**config.mk**
```make
export PLATFORM = sky130hd
export DESIGN_NAME = prefix_call_sequencer
export DESIGN_NICKNAME = d
export VERILOG_FILES = /design/src/rtl/prefix_call_sequencer.sv
export SDC_FILE = /design/constraint.sdc
export NUM_CORES = 1
export LEC_CHECK = 0
export ABC_AREA = 1
export BUFFER_PORTS_ARGS = -buffer_cell sky130_fd_sc_hd__buf_4
export CAP_MARGIN = 25
export CORE_MARGIN = 2
export CORE_UTILIZATION = 39
export DETAILED_ROUTE_END_ITERATION = 8
export HOLD_SLACK_MARGIN = 0.1
export PLACE_DENSITY = 0.82
export SYNTH_ARGS = -nofsm -noshare
export SYNTH_HDL_FRONTEND = slang
export SYNTH_SLANG_ARGS = --single-unit
export TNS_END_PERCENT = 30
```
**constraint.sdc**
```tcl
create_clock -name clk -period 1.1 [get_ports clk]
set_input_delay 0.055 -clock clk [delete_from_list [all_inputs] [get_ports clk]]
set_output_delay 0.055 -clock clk [all_outputs]
set_load 0.05 [all_outputs]
```
**src/rtl/prefix_call_sequencer.sv**
```systemverilog
`default_nettype none
// ============================================================================
// Module   : prefix_call_sequencer
// Brief    : DD/FD/ED prefix state holder and multi-cycle CALL nn sequencer.
// Revision : 1.0
// ============================================================================
module prefix_call_sequencer #(
    parameter int ADDR_W = 16,
    parameter int DATA_W = 8
) (
    input  logic              clk,
    input  logic              reset,
    input  logic              p2_set_icallnn_0,
    input  logic              p2_set_xix,
    input  logic              p2_set_xiy,
    input  logic              p2_set_xotr,
    input  logic              instr_end,
    input  logic              mem_ready,
    input  logic [DATA_W-1:0] mem_rdata,
    input  logic [ADDR_W-1:0] pc_in,
    output logic              pfx_ix,
    output logic              pfx_iy,
    output logic              pfx_ed,
    output logic              busy,
    output logic              mem_rd,
    output logic              mem_wr,
    output logic              addr_sel,
    output logic [DATA_W-1:0] mem_wdata,
    output logic              pc_inc,
    output logic              sp_dec,
    output logic              pc_load,
    output logic [ADDR_W-1:0] pc_target,
    output logic              call_done
);

    typedef enum logic [2:0] {
        S_IDLE  = 3'd0,
        S_RD_LO = 3'd1,
        S_RD_HI = 3'd2,
        S_DEC_H = 3'd3,
        S_WR_H  = 3'd4,
        S_DEC_L = 3'd5,
        S_WR_L  = 3'd6,
        S_JUMP  = 3'd7
    } state_t;

    state_t            r_state;
    state_t            w_next;
    logic [DATA_W-1:0] r_lo;
    logic [DATA_W-1:0] r_hi;
    logic              r_ix;
    logic              r_iy;
    logic              r_ed;

    always_ff @(posedge clk or posedge reset) begin
        if (reset) begin
            r_state <= S_IDLE;
        end else begin
            r_state <= w_next;
        end
    end

    // Outputs are decoded from state so an async reset silences them at once.
    always_comb begin
        w_next    = r_state;
        busy      = 1'b1;
        mem_rd    = 1'b0;
        mem_wr    = 1'b0;
        addr_sel  = 1'b0;
        mem_wdata = '0;
        pc_inc    = 1'b0;
        sp_dec    = 1'b0;
        pc_load   = 1'b0;
        call_done = 1'b0;
        case (r_state)
            S_IDLE: begin
                busy = 1'b0;
                if (p2_set_icallnn_0) begin
                    w_next = S_RD_LO;
                end
            end
            S_RD_LO: begin
                mem_rd = 1'b1;
                pc_inc = mem_ready;
                if (mem_ready) begin
                    w_next = S_RD_HI;
                end
            end
            S_RD_HI: begin
                mem_rd = 1'b1;
                pc_inc = mem_ready;
                if (mem_ready) begin
                    w_next = S_DEC_H;
                end
            end
            S_DEC_H: begin
                sp_dec = 1'b1;
                w_next = S_WR_H;
            end
            S_WR_H: begin
                mem_wr    = 1'b1;
                addr_sel  = 1'b1;
                mem_wdata = pc_in[ADDR_W-1 -: DATA_W];
                if (mem_ready) begin
                    w_next = S_DEC_L;
                end
            end
            S_DEC_L: begin
                sp_dec = 1'b1;
                w_next = S_WR_L;
            end
            S_WR_L: begin
                mem_wr    = 1'b1;
                addr_sel  = 1'b1;
                mem_wdata = pc_in[DATA_W-1:0];
                if (mem_ready) begin
                    w_next = S_JUMP;
                end
            end
            S_JUMP: begin
                pc_load   = 1'b1;
                call_done = 1'b1;
                w_next    = S_IDLE;
            end
            default: begin
                w_next = S_IDLE;
            end
        endcase
    end

    always_ff @(posedge clk or posedge reset) begin
        if (reset) begin
            r_lo <= '0;
            r_hi <= '0;
        end else begin
            if (r_state == S_RD_LO && mem_ready) begin
                r_lo <= mem_rdata;
            end
            if (r_state == S_RD_HI && mem_ready) begin
                r_hi <= mem_rdata;
            end
        end
    end

    // A set strobe outranks the clear; strobes are dropped during a CALL.
    always_ff @(posedge clk or posedge reset) begin
        if (reset) begin
            r_ix <= 1'b0;
            r_iy <= 1'b0;
            r_ed <= 1'b0;
        end else if (!busy && p2_set_xotr) begin
            r_ix <= 1'b0;
            r_iy <= 1'b0;
            r_ed <= 1'b1;
        end else if (!busy && p2_set_xiy) begin
            r_ix <= 1'b0;
            r_iy <= 1'b1;
            r_ed <= 1'b0;
        end else if (!busy && p2_set_xix) begin
            r_ix <= 1'b1;
            r_iy <= 1'b0;
            r_ed <= 1'b0;
        end else if (instr_end || call_done) begin
            r_ix <= 1'b0;
            r_iy <= 1'b0;
            r_ed <= 1'b0;
        end
    end

    assign pfx_ix    = r_ix;
    assign pfx_iy    = r_iy;
    assign pfx_ed    = r_ed;
    assign pc_target = ADDR_W'({r_hi, r_lo});

endmodule
`default_nettype wire

```
* After elaboration in Yosys (flattened, before gate mapping)
Cells that the tools add are included.
Cells by class: equality and inequality tests 12, muxes and demuxes 22, reductions and logical operators 12
Operator list (count):
- case mux 3 bit (8 select lines) | 1
- case mux 8 bit (2 select lines) | 1
- two-way mux 1 bit | 15
- two-way mux 3 bit | 5
- == test 3 bit, second input constant | 4
- inequality test 2 bit, second input constant | 5
- == test 3 x 2 -> 1 bit, second input constant | 2
- OR reduction 2 bit | 3
- logical AND 1 bit | 5
- AND reduction 5 bit | 1
- nonzero test 4 bit | 1
- == test 3 x 1 -> 1 bit, second input constant | 1
- zero test 3 bit | 1
- logical OR 1 bit | 1
Word-level totals: flip-flop bits (word level) 22, output and inout port bits 35

* Longest topological paths before layout
word-level depth 7, depth in mapped cells 8, mapped depth without buffers 8

* Least setup slack after synthesis
No wires, ideal clock.
path kind register -> output, start point register r_state[2], end point output port pc_inc, data arrival time 1.392 ns, slack -0.347 ns, stages on the path, launching flop included 5, cells stage by stage dfrtp_1 -> buf_2 -> inv_2 -> nand3_1 -> nor2_1
Between the ends: longest elaborated chain between the ends 3, elaborated cells between the ends (all ways) 4, classes of those cells eq/ne (2); mux (1); reduce/logical (1)
Ends and longest elaborated chain:
- start: declaration | RTL line 47 | state_t r_state;
- start signal: assignment | RTL line 59 | r_state <= w_next;
- == test 3 x 1 -> 1 bit / == test 3 x 2 -> 1 bit (equally long branches) | RTL line 75 | case (r_state)
- OR reduction 2 bit (no line) (*)
- two-way mux 1 bit (*) | RTL line 75
- end: declaration | RTL line 29 | output logic pc_inc,
Every way passes the cells marked *; elsewhere a longest branch is shown, timed or not.

* Final worst setup path
start point register r_state[0], end point output port pc_inc
The elaborated chain is that of the path after synthesis.

==> results.txt <==
----------------------------------------------------
[Outcome]
  Outcome ... finished, violations left
  Violations in the final reports ... design-rule violations, negative setup slack

[Power]
  Static Leak ... 1.176 nW
  Total internal power ... 3.315 mW
  P_sw ... 4.220 mW
  Sequential share of power ... 19.8%
  Relative contribution of combinational cells to total power ... 74.2%
  Peak supply drop ... 2085 µV
  Total power ... 7.535 mW
  Switch share ... 56.01%
  Part of the power in the clock network ... 6.0%
  Power density cells ... 3545 nW/µm²

[Detailed routing]
  Number of violations reported at the end of detailed-routing iteration 0 ... 57
  Met3 routed wirelength ... 162 µm
  Vias after detailed routing ... 1,359
  Highest metal layer used by the detailed router ... met4
  Via-per-instance ratio ... 5.033
  Number of nets still failing antenna checks after routing ... 0
  Met2 WL post-DR ... 2.206 mm
  Post-Route WL ... 3.943 mm
  Pre-antenna DRT Iters ... 6
  Routed metal-1 wire length ... 1.509 mm
  Drt drc ... 4
  Average detailed-routed wire length per instance ... 14.60 µm

[Clock tree]
  Number of buffers added by the clock tree synthesis step ... 3
  Clock tree from TritonCTS ... built
  Clock buffer depth ... 2
  CTS clock-pin slew for the worst setup and hold paths ... 0.12 ns
  TritonCTS sink count ... 22
  # H-tree levels ... 1
  CTS root buffer ... sky130_fd_sc_hd__clkbuf_4
  Clk Latency, worst-skew pair ... 0.31 ns

[Global route]
  Pin count of the biggest net entering global routing ... 23
  Aggregate global routing overflow ... 0
  Antenna violations before repair ... 0
  Overall fraction of global-route tracks in use ... 22.84%
  Via count of the first global-routing pass ... 1,302
  Wire length of the first global-routing pass ... 5.989 mm

[Place]
  Dpl hpwl ... 2.264 mm
  Total of buffers placed on input and output ports ... 66
  Routability congestion estimate from global placement ... 0.8408
  # placed instances ... 244

[Worst setup path]
  CP required ... 1.04 ns
  Critical Path Source ... r_state[0]
  Crit path capture type ... output pin
  Critical path fanouts, max ... 5
  Endpoint of the most critical register-to-register path ... r_state[1]
  Worst R2R Path Depth ... 8
  Reg2reg setup slack ... -0.25 ns
  Worst setup path end ... pc_inc
  Critical path arrival ... 1.44 ns
  Critical R2R Launch ... r_state[0]
  Critical Path Start Type ... flop
  Critical Setup Path Class ... reg2out

[Logic synthesis]
  Post-synth top area share ... 47.06%
  Number of flops mapped to enable cells by yosys ... 0
  Number of nets produced by synthesis ... 178
  Cell with the most instances after synthesis ... sky130_fd_sc_hd__nand2_1
  Number of standard cells after synthesis ... 146
  Post-synthesis instance area ... 1170 µm²
  Register area share after synthesis ... 47.06%
  Largest area contributor in the synthesized netlist ... sky130_fd_sc_hd__dfrtp_1
  Cell types with the largest area share after synthesis ... sky130_fd_sc_hd__dfrtp_1 (47%), sky130_fd_sc_hd__nand2_1 (12%), sky130_fd_sc_hd__nand3_1 (9.8%), sky130_fd_sc_hd__inv_1 (6.4%), sky130_fd_sc_hd__o21ai_2 (6.0%)
  Number of register bits inferred by synthesis ... 22
  Number of warnings printed during yosys synthesis ... 0
  Mean Syn Cell Area ... 8.013 µm²
  Async set-reset flop share out of synthesis ... 100.0%
  Leading post-synthesis cells by instance count ... sky130_fd_sc_hd__nand2_1 (38), sky130_fd_sc_hd__nand3_1 (23), sky130_fd_sc_hd__dfrtp_1 (22)
  Number of distinct library cells after synthesis ... 18
  Most used flip-flop cell after synthesis ... sky130_fd_sc_hd__dfrtp_1

[Finish]
  Net count reported at finish ... 272
  Number of standard cells in the layout, taps in and fillers out ... 270
  Area of the multi-input gates ... 579.3 µm²
  # fillers ... 187
  Layout-stage area growth over the synthesis result ... 81.71%
  Register area ... 553.0 µm²
  Core Util, Final ... 75.78%
  Share of final-layout standard cells stronger than drive strength 1 ... 53.14%
  Ant diodes ... 0

[Floorplanning]
  I/O Pins ... 67
  Std-Cell Rows ... 19
  Die width ... 58.77 µm
  Effective utilization at floorplan ... 41.70%
  Placeable core area ... 2805 µm²
  Die Y ... 58.77 µm
  Die ar. ... 3454 µm²

[Flow run]
  Max_cap viols ... 0

[STA]
  Final count of negative-setup-slack endpoints ... 38
  Ratio of final minimum period to clock period ... 136.3%
  Worst-margin pin slew ... 0.3112 ns
  Slew margin rel. ... 79.18%
  RSZ-0062 raised after global routing ... true
  Clock tree skew after final layout ... 0.003293 ns
  Final hold violation count ... 0
  Total count of max-transition violations in the final report ... 0
  Post-route minimum period ... 1.500 ns
  Final Worst Setup Slack ... -0.3997 ns
  Highest Clock Rate ... 666.8 MHz

[Worst hold path]
  Tightest Hold Check Type ... in2reg

----------------------------------------------------
cell type report:
class	instances	share of cell area, %
Timing Repair Buffer	94	38.96
Multi-Input combinational cell	96	27.25
Sequential cell	22	26.02
Inverter	23	4.238
Tap cell	31	1.825
Clock buffer	4	1.707
routing by layer:
metal | vias to the layer above | track usage (%)
met1 | 664 | 27.99
li1 | 640 | -
met4 | 0 | 6.494
met5 | - | 0
met2 | 47 | 40.32
met3 | 8 | 4.835
cells in the final DEF, fill, tap and decap left out:
master	n
sky130_fd_sc_hd__or2_4	1
sky130_fd_sc_hd__nand3_1	17
sky130_fd_sc_hd__nor2_4	3
sky130_fd_sc_hd__nor2_2	3
sky130_fd_sc_hd__o21ai_2	8
sky130_fd_sc_hd__dfrtp_2	2
sky130_fd_sc_hd__buf_4	64
sky130_fd_sc_hd__inv_1	18
sky130_fd_sc_hd__nand2_8	1
sky130_fd_sc_hd__clkbuf_8	1
sky130_fd_sc_hd__inv_2	4
sky130_fd_sc_hd__o21a_1	1
sky130_fd_sc_hd__buf_8	7
sky130_fd_sc_hd__nand2_2	9
sky130_fd_sc_hd__dfrtp_1	20
sky130_fd_sc_hd__nand2_1	29
sky130_fd_sc_hd__dlygate4sd3_1	13
sky130_fd_sc_hd__clkbuf_4	3
sky130_fd_sc_hd__o21ai_1	10
sky130_fd_sc_hd__nand3_2	6
sky130_fd_sc_hd__nand2_4	4
sky130_fd_sc_hd__nor2_1	4
sky130_fd_sc_hd__buf_6	10
sky130_fd_sc_hd__clkinvlp_4	1
stage by stage:
stage | hold slack, ns | instance area [µm²] | setup slack (ns) | TNS [ns]
after global placement | 0.1136 | 1730 | -0.1034 | -2.199
after CTS | 0.1085 | 2072 | -0.3417 | -7.418
after detailed placement | 0.1164 | 1730 | -0.1430 | -2.767
after global routing | 0.1016 | 2126 | -0.4525 | -11.73
final | 0.08007 | 2126 | -0.3997 | -9.708
after floorplan | 0.04416 | 1199 | -0.2165 | -1.892
state kept, by name, summed over array words and instances (netlist names):
name	cells
r_lo	8
pfx_ix	1
pfx_iy	1
pfx_ed	1
r_hi	8
r_state	3
kinds of logic (layout without fill, tap and decap cells):
logic type | after synthesis | after routing | synth area share (%)
AO/OA/AOI/OAI | 19 | 19 | 10.91
buffers and inverters | 29 | 121 | 11.34
flip-flops | 22 | 22 | 47.06
AND/OR/NAND/NOR | 76 | 77 | 30.70
critical path, cell delays in order, from the launching register on:
cell,delay [ns]
sky130_fd_sc_hd__dfrtp_2,0.50
sky130_fd_sc_hd__inv_2,0.11
sky130_fd_sc_hd__nand2_1,0.12
sky130_fd_sc_hd__nand3_2,0.11
sky130_fd_sc_hd__nor2_2,0.11
sky130_fd_sc_hd__buf_6,0.17
repair_timing:
action | 4_1_cts | 5_1_grt
setup endpoints to repair | 37 | 38
gates cloned | 0 | 1
endpoints found under the hold margin | 43 | 0
setup buffers | 5 | 3
gates resized for setup | 35 | 7
pin swaps | 12 | 2
hold buffers | 13 | 0
power by group through the flow:
stage               Combinational (mW)  Sequential (mW)  Clock, mW
finish                            5.59             1.49      0.452
global route                      5.82             1.53      0.492
CTS                               5.29             1.47      0.457
detailed placement                4.65             1.46          0
global placement                  4.59             1.47          0
floorplan                         2.34             2.47          0
worst min-delay path by stage:
stage | startpoint | end | depth (start not counted)
final | instr_end | pfx_iy | 6
after global placement | reset | r_lo[1] | 3
after floorplan | reset | pfx_ed | 1
after global routing | instr_end | pfx_ed | 6
after CTS | instr_end | pfx_iy | 6
after detailed placement | reset | pfx_iy | 3
Power figures use the tool's default switching activity.
